$ cat src/rtl/div8_pkg.sv
// Shared types and constants for the div8 sequential divider.
// Optional two's-complement mode is enabled by defining DIV8_SIGNED_EN.
package div8_pkg;

  // Default operand, quotient and remainder width
  localparam int DIV8_WIDTH = 8;

  // Quotient reported when the divisor is zero (all ones)
  localparam logic [DIV8_WIDTH-1:0] DBZ_QUOTIENT = '1;

  // Controller states; SIGN_FIX is only visited in the signed build
  typedef enum logic [1:0] {
    IDLE     = 2'd0,
    RUN      = 2'd1,
    SIGN_FIX = 2'd2,
    FINISH   = 2'd3
  } div8_state_e;

endpackage

$ cat src/rtl/div8_trial_sub.sv
// Trial subtractor for the restoring divider: a - b over WIDTH+1 bits,
// built as a ripple chain of full-adder cells with b inverted and carry-in 1.
// neg_o is high when the subtraction borrows (a < b).
module div8_trial_sub
  import div8_pkg::*;
#(
  parameter int WIDTH = DIV8_WIDTH
) (
  input  logic [WIDTH:0] a_i,
  input  logic [WIDTH:0] b_i,
  output logic [WIDTH:0] diff_o,
  output logic           neg_o
);

  logic [WIDTH+1:0] carry;
  logic [WIDTH:0]   bInv;

  assign carry[0] = 1'b1;
  assign bInv     = ~b_i;

  // One full-adder cell per bit, carry rippling from LSB to MSB
  for (genvar i = 0; i <= WIDTH; i++) begin : gFullAdder
    assign diff_o[i]  = a_i[i] ^ bInv[i] ^ carry[i];
    assign carry[i+1] = (a_i[i] & bInv[i]) | (carry[i] & (a_i[i] ^ bInv[i]));
  end

  // No carry out of the top cell means the result went negative
  assign neg_o = ~carry[WIDTH+1];

endmodule

$ cat src/rtl/div8_seq.sv
// Sequential restoring divider, one quotient bit per clock.
// Define DIV8_SIGNED_EN for two's-complement operands; this adds a SIGN_FIX
// cycle that restores the signs after the magnitude division.
module div8_seq
  import div8_pkg::*;
#(
  parameter int WIDTH = DIV8_WIDTH
) (
  input  logic             clk,
  input  logic             rst,
  input  logic             start,
  input  logic [WIDTH-1:0] dividend,
  input  logic [WIDTH-1:0] divisor,
  output logic             busy,
  output logic             done,
  output logic [WIDTH-1:0] quotient,
  output logic [WIDTH-1:0] remainder,
  output logic             div_by_zero
);

  localparam int CW = $clog2(WIDTH);
  localparam logic [CW-1:0]    CNT_LAST = CW'(WIDTH - 1);
  localparam logic [CW-1:0]    CNT_ONE  = CW'(1);
  localparam logic [WIDTH-1:0] DBZ_Q    = WIDTH'(signed'(DBZ_QUOTIENT));

  div8_state_e state_q, state_d;

  logic [CW-1:0]    count_q, count_d;
  logic [WIDTH-1:0] rem_q, rem_d;
  logic [WIDTH-1:0] quo_q, quo_d;
  logic [WIDTH-1:0] den_q, den_d;
  logic [WIDTH-1:0] quotient_q, quotient_d;
  logic [WIDTH-1:0] remainder_q, remainder_d;
  logic             dbz_q, dbz_d;

  logic [WIDTH:0]   shiftRem;
  logic [WIDTH:0]   trialDiff;
  logic             trialNeg;
  logic             takeTrial;
  logic [WIDTH-1:0] iterRem;
  logic [WIDTH-1:0] iterQuo;
  logic [WIDTH-1:0] loadDividend;
  logic [WIDTH-1:0] loadDivisor;

`ifdef DIV8_SIGNED_EN
  logic negQuo_q, negQuo_d;
  logic negRem_q, negRem_d;

  assign loadDividend = dividend[WIDTH-1] ? -dividend : dividend;
  assign loadDivisor  = divisor[WIDTH-1]  ? -divisor  : divisor;
`else
  assign loadDividend = dividend;
  assign loadDivisor  = divisor;
`endif

  // Partial remainder shifted left with the next dividend bit brought in
  assign shiftRem = {rem_q, quo_q[WIDTH-1]};

  div8_trial_sub #(
    .WIDTH(WIDTH)
  ) uTrial (
    .a_i   (shiftRem),
    .b_i   ({1'b0, den_q}),
    .diff_o(trialDiff),
    .neg_o (trialNeg)
  );

  // Keep the trial difference only when it did not go negative
  assign takeTrial = ~trialNeg & ~trialDiff[WIDTH];
  assign iterRem   = takeTrial ? trialDiff[WIDTH-1:0] : shiftRem[WIDTH-1:0];
  assign iterQuo   = {quo_q[WIDTH-2:0], takeTrial};

  // Next-state, iteration datapath and result capture
  always_comb begin
    state_d     = state_q;
    count_d     = count_q;
    rem_d       = rem_q;
    quo_d       = quo_q;
    den_d       = den_q;
    quotient_d  = quotient_q;
    remainder_d = remainder_q;
    dbz_d       = dbz_q;
`ifdef DIV8_SIGNED_EN
    negQuo_d    = negQuo_q;
    negRem_d    = negRem_q;
`endif

    case (state_q)
      IDLE, FINISH: begin
        state_d = IDLE;
        if (start) begin
          count_d = '0;
          rem_d   = '0;
          quo_d   = loadDividend;
          den_d   = loadDivisor;
          dbz_d   = 1'b0;
`ifdef DIV8_SIGNED_EN
          negQuo_d = dividend[WIDTH-1] ^ divisor[WIDTH-1];
          negRem_d = dividend[WIDTH-1];
`endif
          if (divisor == '0) begin
            state_d     = FINISH;
            quotient_d  = DBZ_Q;
            remainder_d = dividend;
            dbz_d       = 1'b1;
          end else begin
            state_d = RUN;
          end
        end
      end

      RUN: begin
        rem_d   = iterRem;
        quo_d   = iterQuo;
        count_d = count_q + CNT_ONE;
        if (count_q == CNT_LAST) begin
          count_d = '0;
`ifdef DIV8_SIGNED_EN
          state_d = SIGN_FIX;
`else
          state_d     = FINISH;
          quotient_d  = iterQuo;
          remainder_d = iterRem;
`endif
        end
      end

`ifdef DIV8_SIGNED_EN
      SIGN_FIX: begin
        state_d     = FINISH;
        quotient_d  = negQuo_q ? -quo_q : quo_q;
        remainder_d = negRem_q ? -rem_q : rem_q;
      end
`endif

      default: begin
        state_d = IDLE;
      end
    endcase
  end

  // State and datapath registers; reset aborts any operation in progress
  always_ff @(posedge clk) begin
    if (rst) begin
      state_q     <= IDLE;
      count_q     <= '0;
      rem_q       <= '0;
      quo_q       <= '0;
      den_q       <= '0;
      quotient_q  <= '0;
      remainder_q <= '0;
      dbz_q       <= 1'b0;
`ifdef DIV8_SIGNED_EN
      negQuo_q    <= 1'b0;
      negRem_q    <= 1'b0;
`endif
    end else begin
      state_q     <= state_d;
      count_q     <= count_d;
      rem_q       <= rem_d;
      quo_q       <= quo_d;
      den_q       <= den_d;
      quotient_q  <= quotient_d;
      remainder_q <= remainder_d;
      dbz_q       <= dbz_d;
`ifdef DIV8_SIGNED_EN
      negQuo_q    <= negQuo_d;
      negRem_q    <= negRem_d;
`endif
    end
  end

  assign busy        = (state_q == RUN) || (state_q == SIGN_FIX);
  assign done        = (state_q == FINISH);
  assign quotient    = quotient_q;
  assign remainder   = remainder_q;
  assign div_by_zero = dbz_q;

endmodule

$ cat config.mk
export PLATFORM = sky130hd
export DESIGN_NAME = div8_seq
export DESIGN_NICKNAME = d
export VERILOG_FILES = /design/src/rtl/div8_pkg.sv /design/src/rtl/div8_trial_sub.sv /design/src/rtl/div8_seq.sv
export SDC_FILE = /design/constraint.sdc
export NUM_CORES = 1
export LEC_CHECK = 0
export CORE_MARGIN = 2
export CORE_UTILIZATION = 55
export CTS_CLUSTER_SIZE = 16
export DETAILED_ROUTE_END_ITERATION = 10
export GPL_TIMING_DRIVEN = 0
export PLACE_DENSITY_LB_ADDON = 0.12
export SYNTH_ARGS = -nofsm -noshare
export SYNTH_HDL_FRONTEND = slang
export SYNTH_SLANG_ARGS = --single-unit
$ cat constraint.sdc
create_clock -name clk -period 8 [get_ports clk]
set_input_delay 0.8 -clock clk [delete_from_list [all_inputs] [get_ports clk]]
set_output_delay 0.8 -clock clk [all_outputs]
set_load 0.01 [all_outputs]
Word-level counts from Yosys, hierarchy flattened. Cells that the tools add are included.

Add/subtract/negate cells: 1. Multiply operators: 0. Bitwise gates (word level): 47. Equality and inequality tests: 7. $lt $le $gt $ge: 0. Shift-type cells: 0. Mux-type cells: 21. Div/mod/pow operators: 0. Reductions and logical operators: 8.

Operator list (number): $mux W8 (9); $pmux W8 S2 (4); $and A1 B1 Y1 (18); $xor A1 B1 Y1 (17); $not A8 Y9 (1); $or A1 B1 Y1 (9); $logic_not A8 Y1 (1); $mux W2 (3); $mux W3 (2); $ne A2 B2 Y1 const B (3); $pmux W3 S2 (1); $eq A2 B2 Y1 const B (2); $pmux W2 S2 (1); $reduce_and A2 Y1 (2); $reduce_and A4 Y1 (1); $add A3 B1 Y3 const B (1); $eq A3 B3 Y1 const B (1); $eq A2 B1 Y1 const B (1); $logic_not A2 Y1 (1); $not A1 Y1 (2); $reduce_bool A2 Y1 (1); $reduce_or A2 Y1 (1); $logic_or A1 B1 Y1 (1); $mux W1 (1).

Output and inout port bits: 19. Input bits: 19. ROM bits: 0. Memories: 0. RAM bits: 0. Bits in latches: 0. Word-level logic and storage cells: 92. Register bits: 46.

Logic depth before layout (Yosys ltp).
Depth after elaboration: 23. Gate-level depth with buffers: 16. Depth with buffers taken out: 16.

Modules after synthesis. Synthesis repeated with hierarchy kept, for this count alone.

Cells, all modules: 272. Area total of the unflattened synthesis: 2284.7 µm².

By module, submodules not included: div8_seq (times used 1, cells an instance 244, area each 2040.7 µm²); div8_trial_sub (times used 1, cells an instance 28, area each 244.0 µm²).

Worst setup path before layout. OpenSTA, ideal clock, no wires.

Path kind: register -> register. Start: register quo_q[7]. End: register remainder_q[4], in the netlist remainder[4]. Path slack: 3.909 ns. Data required time: 7.870 ns. Clock period less this slack: 4.091 ns. Arrival: 3.960 ns. Cell stages (with the launch flop): 17. Cells stage by stage: dfxtp_1 inv_1 ha_1 inv_1 fa_1 fa_1 fa_1 fa_1 fa_1 inv_1 fa_1 inv_1 fa_1 xor2_4 mux2_2 o21ai_0 a21oi_1.

Longest elaborated chain between the ends: 22. Elaborated cells on any way between the ends: 26. Classes of those cells: 3 x mux; 23 x bitwise.

RTL lines: start: declaration (RTL line div8_seq.sv:30) `logic [WIDTH-1:0] quo_q, quo_d;`; start signal: assignment (RTL line div8_seq.sv:161) `quo_q <= quo_d;`; $and A1 B1 Y1 or $xor A1 B1 Y1 (tied branches) (RTL line div8_trial_sub.sv:24) `assign carry[i+1] = (a_i[i] & bInv[i]) | (carry[i] & (a_i[i] ^ bInv[i]));`; $or A1 B1 Y1 (*) (RTL line div8_trial_sub.sv:24); $and A1 B1 Y1 (*) (RTL line div8_trial_sub.sv:24); $or A1 B1 Y1 (*) (RTL line div8_trial_sub.sv:24); $and A1 B1 Y1 (*) (RTL line div8_trial_sub.sv:24); $or A1 B1 Y1 (*) (RTL line div8_trial_sub.sv:24); $and A1 B1 Y1 (*) (RTL line div8_trial_sub.sv:24); $or A1 B1 Y1 (*) (RTL line div8_trial_sub.sv:24); (+6 left out); $and A1 B1 Y1 (RTL line div8_trial_sub.sv:24); $or A1 B1 Y1 (RTL line div8_trial_sub.sv:24); $and A1 B1 Y1 or $xor A1 B1 Y1 (tied branches) (RTL line div8_trial_sub.sv:24, div8_trial_sub.sv:23); $or A1 B1 Y1 or $not A1 Y1 (tied branches) (RTL line div8_trial_sub.sv:24, div8_seq.sv:69); $and A1 B1 Y1 (RTL line div8_seq.sv:69) `assign takeTrial = ~trialNeg & ~trialDiff[WIDTH];`; $mux W8 (*) (RTL line div8_seq.sv:70) `assign iterRem = takeTrial ? trialDiff[WIDTH-1:0] : shiftRem[WIDTH-1:0];`; $mux W8 (*) (RTL line div8_seq.sv:116) `if (count_q == CNT_LAST) begin`; $pmux W8 S2 (*) (RTL line div8_seq.sv:88) `case (state_q)`; end signal: assignment (RTL line div8_seq.sv:164) `remainder_q <= remainder_d;`; end: declaration (RTL line div8_seq.sv:33) `logic [WIDTH-1:0] remainder_q, remainder_d;`.

Mark *: on every way between the ends. The rest lies on a longest branch, timed or not. The select of a mux whose other input is x is not followed. A chain may end at the register's enable or synchronous reset.

Final worst setup path. Same ends and word-level chain as after synthesis.

==> impl_results.md <==
* Post-DR vias/cell at 5.66
* Worst-skew pair later-pin latency at 300 ps
* Most common cell after layout, fill and taps aside: sky130_fd_sc_hd__dfxtp_1
* Unrepaired setup endpoints after global routing: no
* Critical Path RT at 8180 ps
* Count of instances resized after the clock tree is built at 0
* Storage cell area at 921 um2
* Total Die Area at 4780 um2
* Filler cells at 333
* End of the worst register-to-register path: remainder[4]$_SDFFE_PP0P_
* Area delta synth->final at 21.8%
* Number of vias in the routed layout at 2021
* DRT Pass-1 Iters at 5
* Hold violation count in the final report at 0
* Number of distinct library cells after synthesis at 38
* Fraction of the cycle the final worst path needs at 55.9%
* Sum of buffers and inverters on the critical path at 4
* Count of buffers from port buffering at 37
* Max-cap violation count at 0
* Number of setup violations in the final report at 0
* Mapped cell area at 2340 um2
* Share of post-route cells with drive strength above 1 at 7.49%
* Proportion of synthesized chip area in sequential cells at 39.4%
* Slowest cell on the critical path: sky130_fd_sc_hd__fa_1
* Area share of the leading cell type in the synthesized netlist at 39.4%
* Pins Over Slew Limit at 0
* Asr flop ratio synth at 0%
* Status: complete, no violations
* Area used by multi-input combinational logic at 1240 um2
* Number of enable-type register cells in the synthesized netlist at 0
* Synthesis-stage register bit count at 46
* Cell type with the largest total area after synthesis: sky130_fd_sc_hd__dfxtp_1
* Count of synthesis-stage warnings from yosys at 0
* Last weighted congestion value of the routability-driven placer at 0.873
* Mean instance size in the synthesized netlist at 8.88 um2
* Kind of cell adding the most delay to the critical path: adder cells
* Total global routing track utilization at 24.8%
* Initial core utilization at 57.6%
* Post-synthesis net count at 295
* Worst relative slew slack at 61.9%
* Worst hold-check path type: reg -> reg
* Global-route wire length before repair at 9.52 mm
* Number of I/O pins at 38
* Clock-pin slew on the worst setup and hold paths at 80 ps
* Setup CP Type: reg -> reg
* CTS tree: built
* Cell breakdown of the critical path: inv_1, ha_1, inv_1, fa_1, fa_1, fa_1, fa_1, fa_1, inv_1, fa_1, inv_1, fa_1, xor2_4, mux2_2, o21ai_0, a21oi_1
* Origin of the worst setup path: quo_q[7]$_SDFFE_PP0P_
* Count of cells along the worst register-to-register path at 16
* Share of the core filled with cells in the final layout at 70.1%
* Clock Tree Buf Depth at 2
* Routed wirelength normalized by instance count at 16.0 um
* Post-layout net count at 339
* Pin count of the biggest net entering global routing at 13
* Cells after synthesis at 263
* Transition time of the tightest slew-check pin at 571 ps
* Antenna violations before repair at 0
* Crit path top cell by count: sky130_fd_sc_hd__fa_1
* Kind of end point of the critical path: register
* Setup skew after layout at 4.04 ps
* 1st-iter DRT viols at 118
* Post CTS Setup Buffer Count at 0
* DPL Wire Length at 4.20 mm
* Drt total wl at 5.71 mm
* Cell row count at 23
* Number of buffers created by CTS at 5
* Total Negative Setup Slacks at 0 ps
* Kind of launch point of the worst setup path: register
* Most common flop cell mapped by yosys: sky130_fd_sc_hd__dfxtp_1
* Maximum level of the CTS H-tree at 2
* Post-CTS Hold Fix Bufs at 0
* # diodes at 0
* Largest fanout on the critical path at 7
* DRC Markers at 0
* Post-DP Area at 2770 um2
* Power Dens Cells at 173 nW/um2
* Slack of the worst reg-to-reg path at 3530 ps
* Height of the die at 69.2 um
* Critical path's largest stage delay at 460 ps
* FF-to-FF Start: quo_q[7]$_SDFFE_PP0P_
* CP Capture Point: remainder[4]$_SDFFE_PP0P_
* Area inside the core boundary at 4060 um2
* Max rail drop VDD at 0.0762 mV
* Count of clock tree sinks at 46
* DIE WIDTH at 69.2 um
* Global-route congestion overflow total at 0
* CTS Root Buffer Type: sky130_fd_sc_hd__clkbuf_8
* Highest-count cells in the layout ignoring fill and taps: 46 x sky130_fd_sc_hd__dfxtp_1, 37 x sky130_fd_sc_hd__clkdlybuf4s50_1, 29 x sky130_fd_sc_hd__nand2_1, 29 x sky130_fd_sc_hd__a21oi_1, 24 x sky130_fd_sc_hd__nor2_1
* Arrival time of data at the critical path endpoint at 4650 ps
* Reported leakage power at 1.15 nW
* Number of global-route vias before repair at 1969
* Largest cells by area after synthesis: sky130_fd_sc_hd__dfxtp_1 39%, sky130_fd_sc_hd__a21oi_1 6.2%, sky130_fd_sc_hd__fa_1 6.0%
* Design Area, Final at 2850 um2
* Number of gates on the worst path with buffers counted at 16
* Achievable frequency at 224 MHz
* Minimum clock period at 4470 ps
* Count of nets left with antenna violations after detail routing at 0
[worst min-delay path by stage]
stage                        startpoint                       end  slack (ps)  depth (start not counted)
3_3_place_gp   div_by_zero$_SDFFE_PP0P_  div_by_zero$_SDFFE_PP0P_         450                          2
6_report          den_q[7]$_SDFFE_PP0P_     den_q[7]$_SDFFE_PP0P_         460                          2
3_5_place_dp   div_by_zero$_SDFFE_PP0P_  div_by_zero$_SDFFE_PP0P_         450                          2
4_1_cts        div_by_zero$_SDFFE_PP0P_  div_by_zero$_SDFFE_PP0P_         470                          2
2_1_floorplan   count_q[1]$_SDFFE_PP0P_   count_q[1]$_SDFFE_PP0P_         440                          2
5_1_grt        div_by_zero$_SDFFE_PP0P_  div_by_zero$_SDFFE_PP0P_         500                          2
[area by class of cell]
class                      count  share of cell area [%]
tap                           50                    2.20
multi-input combinational    177                    43.5
clock buffer                   7                    2.68
inverter                      23                    3.03
timing repair buffer          37                    13.0
buffer                        17                    3.21
sequential                    46                    32.4
[through the flow]
| stage | cells | total power [mW] | worst slack, ps | hold WS [ps] |
|---|---|---|---|---|
| 3_3_place_gp | 350 | 0.356 | 3620 | 446 |
| 6_report | 357 | 0.494 | 3530 | 462 |
| 5_1_grt | 357 | 0.514 | 3340 | 495 |
| 4_1_cts | 357 | 0.492 | 3550 | 465 |
| 3_5_place_dp | 350 | 0.359 | 3570 | 451 |
| 2_1_floorplan | 263 | 0.322 | 3910 | 436 |
[synth_stat cells (2+ instances only)]
master	count
sky130_fd_sc_hd__nand2_1	29
sky130_fd_sc_hd__mux2_2	2
sky130_fd_sc_hd__a211oi_1	9
sky130_fd_sc_hd__o211ai_1	2
sky130_fd_sc_hd__buf_2	7
sky130_fd_sc_hd__nor2_1	24
sky130_fd_sc_hd__a21oi_1	29
sky130_fd_sc_hd__ha_1	6
sky130_fd_sc_hd__buf_6	2
sky130_fd_sc_hd__nor4_1	3
sky130_fd_sc_hd__nand3_1	2
sky130_fd_sc_hd__a22o_1	3
sky130_fd_sc_hd__o21ai_0	4
sky130_fd_sc_hd__o31ai_1	14
sky130_fd_sc_hd__fa_1	7
sky130_fd_sc_hd__dfxtp_1	46
sky130_fd_sc_hd__o31a_1	5
sky130_fd_sc_hd__inv_1	23
sky130_fd_sc_hd__and2_1	2
sky130_fd_sc_hd__mux2i_1	13
sky130_fd_sc_hd__or3_1	4
sky130_fd_sc_hd__a22oi_1	4
sky130_fd_sc_hd__clkbuf_1	7
sky130_fd_sc_hd__nand2b_1	2
[worst reg2reg max path, cell delays in order, from the launching register on]
cell and delay, ps:
sky130_fd_sc_hd__dfxtp_1 310, sky130_fd_sc_hd__inv_1 80, sky130_fd_sc_hd__ha_1 160, sky130_fd_sc_hd__inv_1 50, sky130_fd_sc_hd__fa_1 380, sky130_fd_sc_hd__fa_1 410
sky130_fd_sc_hd__fa_1 390, sky130_fd_sc_hd__fa_1 380, sky130_fd_sc_hd__fa_1 370, sky130_fd_sc_hd__inv_1 80, sky130_fd_sc_hd__fa_1 160, sky130_fd_sc_hd__inv_1 50
sky130_fd_sc_hd__fa_1 460, sky130_fd_sc_hd__xor2_4 330, sky130_fd_sc_hd__mux2_2 410, sky130_fd_sc_hd__o21ai_0 220, sky130_fd_sc_hd__a21oi_1 100
[state kept, by name (all words and copies together), names as in the netlist]
name and flops:
den_q 8, quotient 8, div_by_zero 1, rem_q 8, count_q 3, quo_q 8
remainder 8, state_q 2
[per-layer routing]
layer  vias to the layer above  global-route usage [%]  share of wire (%)
met1                       960                    33.9                 47
li1                       1000                       -                  -
met5                         -                       0                  0
met3                         6                    6.10                5.3
met4                         0                    8.06               0.96
met2                        55                    38.6                 46
[cells by family (layout without fill, tap and decap cells)]
family / Yosys count / count (layout) / share of synthesized area [%]
AOI/OAI and AO/OA: 76 / 76 / 21.7
buffers and inverters: 40 / 84 / 7.61
muxes: 15 / 15 / 6.53
xor gates and xnor gates: 2 / 2 / 1.55
adders and majority gates: 13 / 13 / 9.21
DFF: 46 / 46 / 39.4
and+or+nand+nor: 71 / 71 / 14.0
[power breakdown]
group / total (mW) / internal [mW] / switching [mW] / leakage [nW]
Combinational: 0.108 / 0.0486 / 0.0594 / 0.732
Sequential: 0.247 / 0.239 / 0.00757 / 0.375
Clock: 0.139 / 0.0604 / 0.0783 / 0.0383
Total: 0.494 / 0.348 / 0.145 / 1.15
Power figures use the tool's default switching activity.
